--- src/rtl/regfile_scoreboard.sv ---
// regfile_scoreboard
// Register file with two combinational read ports, one write port with
// write-through bypass, and a per-register pending (scoreboard) bit.
// After reset the array is zeroed one entry per cycle; ready rises when done.
//
// Ports:
//   clk        in   clock, all state updates on posedge
//   reset      in   synchronous active-high reset
//   rs1, rs2   in   read addresses
//   rd         in   write address
//   WriteData  in   write data
//   RegWrite   in   write enable (also clears pending[rd])
//   IssueValid in   mark IssueRd as pending
//   IssueRd    in   destination of the issued producer
//   readData1/2 out read data (bypassed from same-cycle write)
//   busy1/2    out  read register has a pending producer
//   ready      out  clear sequence complete
//
// NREG must be a power of two and at least 4.
module regfile_scoreboard #(
    parameter int unsigned XLEN     = 64,
    parameter int unsigned NREG     = 32,
    parameter bit          ZERO_REG = 1'b1,
    localparam int unsigned AW      = $clog2(NREG)
) (
    input  logic            clk,
    input  logic            reset,
    input  logic [AW-1:0]   rs1,
    input  logic [AW-1:0]   rs2,
    input  logic [AW-1:0]   rd,
    input  logic [XLEN-1:0] WriteData,
    input  logic            RegWrite,
    input  logic            IssueValid,
    input  logic [AW-1:0]   IssueRd,
    output logic [XLEN-1:0] readData1,
    output logic [XLEN-1:0] readData2,
    output logic            busy1,
    output logic            busy2,
    output logic            ready
);

    typedef enum logic {StClear, StReady} state_e;

    state_e            state_q, state_d;
    logic [AW-1:0]     cnt_q, cnt_d;
    logic [NREG-1:0]   pending_q, pending_d;
    logic [XLEN-1:0]   regs_q [NREG];

    logic              wr_en;
    logic [AW-1:0]     wr_addr;
    logic [XLEN-1:0]   wr_data;
    logic              active;
    logic              wr_ok;
    logic              issue_ok;

    // Outputs are gated by reset directly so they read as idle while reset
    // is held, even before the first reset edge has been seen.
    assign active   = (state_q == StReady) && !reset;
    assign ready    = active;
    assign wr_ok    = RegWrite && !(ZERO_REG && (rd == '0));
    assign issue_ok = IssueValid && !(ZERO_REG && (IssueRd == '0));

    always_comb begin
        state_d   = state_q;
        cnt_d     = cnt_q;
        pending_d = pending_q;
        wr_en     = 1'b0;
        wr_addr   = rd;
        wr_data   = WriteData;
        if (reset) begin
            state_d   = StClear;
            cnt_d     = '0;
            pending_d = '0;
        end else if (state_q == StClear) begin
            wr_en   = 1'b1;
            wr_addr = cnt_q;
            wr_data = '0;
            cnt_d   = cnt_q + AW'(1);
            if (cnt_q == AW'(NREG - 1)) begin
                state_d = StReady;
            end
        end else begin
            if (wr_ok) begin
                wr_en         = 1'b1;
                pending_d[rd] = 1'b0;
            end
            // Applied after the clear so a same-cycle issue keeps the bit set.
            if (issue_ok) begin
                pending_d[IssueRd] = 1'b1;
            end
        end
    end

    always_ff @(posedge clk) begin
        state_q   <= state_d;
        cnt_q     <= cnt_d;
        pending_q <= pending_d;
    end

    // Array has no reset; its contents come only from the clear walk and writes.
    always_ff @(posedge clk) begin
        if (wr_en) begin
            regs_q[wr_addr] <= wr_data;
        end
    end

    logic [AW-1:0]   rs_addr [2];
    logic [XLEN-1:0] rdata   [2];
    logic            rbusy   [2];

    assign rs_addr[0] = rs1;
    assign rs_addr[1] = rs2;

    always_comb begin
        for (int p = 0; p < 2; p++) begin
            rdata[p] = '0;
            rbusy[p] = 1'b0;
            if (active && !(ZERO_REG && (rs_addr[p] == '0))) begin
                if (RegWrite && (rd == rs_addr[p])) begin
                    rdata[p] = WriteData;
                end else begin
                    rdata[p] = regs_q[rs_addr[p]];
                end
                // A same-cycle write satisfies the reader, matching the bypass.
                rbusy[p] = pending_q[rs_addr[p]] && !(RegWrite && (rd == rs_addr[p]));
            end
        end
    end

    assign readData1 = rdata[0];
    assign readData2 = rdata[1];
    assign busy1     = rbusy[0];
    assign busy2     = rbusy[1];

endmodule

--- config.mk ---
export PLATFORM = sky130hd
export DESIGN_NAME = regfile_scoreboard
export DESIGN_NICKNAME = d
export VERILOG_FILES = /design/src/rtl/regfile_scoreboard.sv
export SDC_FILE = /design/constraint.sdc
export NUM_CORES = 2
export LEC_CHECK = 0
export BUFFER_PORTS_ARGS = -buffer_cell sky130_fd_sc_hd__clkbuf_2
export CAP_MARGIN = 20
export CORE_ASPECT_RATIO = 0.9
export CORE_MARGIN = 3
export CORE_UTILIZATION = 35
export DETAILED_ROUTE_END_ITERATION = 6
export MAX_ROUTING_LAYER = met4
export PLACE_DENSITY = 0.5
export SLEW_MARGIN = 20
export SYNTH_ARGS = -nofsm -noshare
export SYNTH_HDL_FRONTEND = slang
export SYNTH_SLANG_ARGS = --single-unit
--- constraint.sdc ---
create_clock -name clk -period 4.5 [get_ports clk]
set_input_delay 0.675 -clock clk [delete_from_list [all_inputs] [get_ports clk]]
set_output_delay 0.675 -clock clk [all_outputs]
set_load 0.1 [all_outputs]
==> impl_metrics.py <==
metrics = {
    "floorplanning": {
        "die-area_um2": 281000,
        "die_h_um": 503,
        "initial_utilization": 0.354,
        "core_um2": 272000,
        "ioPinCount": 219,
        "rows": 181,
        "die_width_um": 558,
    },
    "timing": {
        "whs_ns": 0.139,
        "period_share": 0.912,
        "max_slew_margin": 0.319,
        "fmax_mhz": 244,
        "fin_crit_ns": 4.10,
        "setup_tns_ns": 0,
        "skew_ns": 0.0646,
        "rsz0062_at_grt": "false",
        "worstMarginPinSlew_ns": 1.02,
        "slew_viol_final": 0,
        "hold_violations": 0,
        "setup_violations": 0,
        "timing.final.ws_setup_ns": 0.398,
    },
    "critical_path": {
        "crit_path_top_delay_cell": "a211oi_1",
        "path_delay_family": "compound AO/OA/AOI/OAI gates",
        "end_kind": "primary output",
        "cp-start-kind": "flop",
        "path_buf_inv": 2,
        "path_class": "reg -> out",
        "worstPathCellList": "nor2b_1 -> buf_4 -> o41ai_4 -> a21oi_1 -> nand2_1 -> a211oi_1 -> a221o_1 -> buf_12",
        "path_max_fanout": 8,
        "cp.required_ns": 3.83,
        "critPathMaxStageDelay_ns": 0.62,
        "cp.arrival_ns": 3.43,
    },
    "pwr": {
        "powerDensity_nw_per_um2": 380,
        "total_power_mw": 42.9,
        "ir_worst_vdd_mv": 0.293,
        "p_leak_nw": 35.4,
    },
    "layout": {
        "layout.nets": 5404,
        "fin_cells": 9065,
        "final_common_cell": "edfxtp_1",
        "final_cell_mix": "edfxtp_1 (2048), mux4_2 (997), o22ai_1 (437)",
        "utilization": 0.416,
        "drive_gt1_frac": 0.351,
        "multiInputGateArea_um2": 32200,
        "final_area_um2": 113000,
        "seqCellArea_um2": 62300,
        "n_fill_cell": 23800,
        "areaGrowthSynthToFinish_pct": 17.6,
    },
    "clocking": {
        "h-tree-depth": 4,
        "tritoncts": "yes",
        "clock_tree.root_cell": "clkbuf_16",
        "cts.sinks": 2086,
        "cts_setup_buffers": 0,
        "clkTransAtPathRegs_ns": 0.06,
        "clk_path_buf_depth": 4,
        "cts_resized": 0,
        "cts-hold-fix-buffers": 0,
        "cts_buffers": 226,
        "worstSkewPairLatency_ns": 0.89,
    },
    "placement": {
        "placed_cells": 8654,
        "dpl_cell_area_um2": 106000,
        "portBuffers": 218,
        "pre_cts_slack_ns": 0.384,
        "gp_congestion": 0.810,
        "dpl.hpwl_um": 189000,
    },
    "yosys": {
        "syn_area_um2": 96000,
        "synth-seq-area-share": 0.648,
        "synth-edff-count": 2048,
        "synth-xor-area-share": 0.00119,
        "ys_warn_count": 0,
        "synth_top_family_by_area": "multiplexers",
        "synthSimpleGateAreaFrac": 0.0269,
        "synth_nets": 5044,
        "ys_types": 58,
        "synthMuxAreaShare": 0.248,
        "yosys.area_share.adder": 0.000261,
        "ys_seq_elements": 2086,
        "syn_inst": 4954,
        "synth-compound-area-share": 0.0538,
        "synth_top_flop_cell": "edfxtp_1",
        "syn_area_per_cell_um2": 19.4,
        "synthArstFlopShare": 0,
    },
    "grt": {
        "grt_pass1_vias": 58000,
        "grt_pass1_wl_um": 459000,
        "antenna_found_initial": 9,
        "track_usage": 0.240,
        "grt_max_degree": 120,
        "grt.overflow.total": 0,
    },
    "drt": {
        "totalWireLength_um": 331000,
        "vias_per_cell": 6.25,
        "first_pass_iters": 5,
        "drc": 0,
        "drt.antenna.violating_nets": 0,
        "vias": 56600,
        "drt_iter0_markers": 7127,
        "post_drt_wl_per_cell_um": 36.5,
    },
    "run": {
        "maxCapViolations": 0,
    },
    "run_status": {
        "status": "completed",
    },
    "min_path": {
        "hold_path.class": "in -> reg",
    },
}
logic make-up after synthesis:
| family | count (synthesis) |
|---|---|
| flip-flops | 2086 |
| adder cells (fa/ha/maj) | 2 |
| XOR/XNOR | 13 |
| buffers and inverters | 421 |
| AND/OR/NAND/NOR | 545 |
| multiplexers | 1134 |
| AO/OA/AOI/OAI | 753 |
final timing paths:
kind                        end  cells after the start    startpoint  slack, ns
setup reg to reg  regs_q[1][19]                      6       state_q       1.19
hold / removal     pending_q[2]                      3    IssueValid       0.14
hold reg to reg    pending_q[4]                      2  pending_q[4]       0.49
setup / recovery  readData1[54]                      8       state_q       0.40
worst register-to-register path, stage by stage (launching register included):
cell,delay [ns]
dfxtp_1,0.30
buf_4,0.20
nor2_4,0.42
mux2i_1,0.55
nand2_1,0.43
nor2_4,0.52
buf_4,0.46
area by class of cell:
cell class,count,area share
clock inverters,123,0.00920
flip-flops and latches,2086,0.551
multi-input cells,2447,0.285
inverters,9,0.000299
diodes,4,0.0000887
repair buffers,544,0.0619
well taps,3568,0.0395
clock buffers,284,0.0527
routing by layer:
layer / global-route usage / vias to the layer above / wire length [µm]
met1: 0.333 / 31100 / 139000
met2: 0.371 / 2711 / 157000
met5: - / - / 0
met3: 0.0339 / 497 / 25000
li1: - / 22300 / -
met4: 0.0656 / 0 / 9860
power by group:
group	total [mW]	leakage (nW)	switching (mW)	internal [mW]
combinational	3.31	13.0	1.98	1.34
clock	18.0	3.40	7.77	10.2
sequential	21.6	19.0	0.0663	21.5
cells in the mapped netlist, drive strengths merged, types with 2 or more instances:
| master | n | area share |
|---|---|---|
| edfxtp | 2048 | 0.64 |
| mux4 | 997 | 0.23 |
| o22ai | 437 | 0.028 |
| nor2 | 232 | 0.0091 |
| buf | 215 | 0.013 |
| clkbuf | 197 | 0.0077 |
| mux2i | 132 | 0.014 |
| nor2b | 78 | 0.0051 |
| nand2 | 76 | 0.0030 |
| nor3 | 69 | 0.0036 |
| a21oi | 65 | 0.0034 |
| o221ai | 59 | 0.0054 |
| a22o | 49 | 0.0045 |
| a32o | 49 | 0.0051 |
| o21ai | 45 | 0.0023 |
| dfxtp | 38 | 0.0079 |
| nand3 | 20 | 0.0010 |
| nand2b | 18 | 0.0012 |
| a211oi | 11 | 0.00086 |
| o31ai | 10 | 0.00078 |
| or2 | 10 | 0.00065 |
| inv | 9 | 0.00035 |
| nand3b | 8 | 0.00063 |
| a211o | 7 | 0.00064 |
| xnor2 | 7 | 0.00064 |
| a21o | 6 | 0.00047 |
| and3 | 6 | 0.00039 |
| xor2 | 6 | 0.00055 |
| mux2 | 5 | 0.00059 |
| or3 | 5 | 0.00033 |
| a221o | 4 | 0.00042 |
| and2 | 4 | 0.00026 |
| o41ai | 4 | 0.00076 |
| and3b | 3 | 0.00027 |
| nand4 | 3 | 0.00020 |
| nor3b | 3 | 0.00023 |
| o311ai | 3 | 0.00027 |
| and4 | 2 | 0.00018 |
| ha | 2 | 0.00026 |
| nand4b | 2 | 0.00018 |
state kept, by name, summed over array words and instances (netlist names):
signal     count
cnt_q          5
pending_q     32
regs_q      2048
state_q        1
No activity file was read; power rests on OpenSTA's default activity.
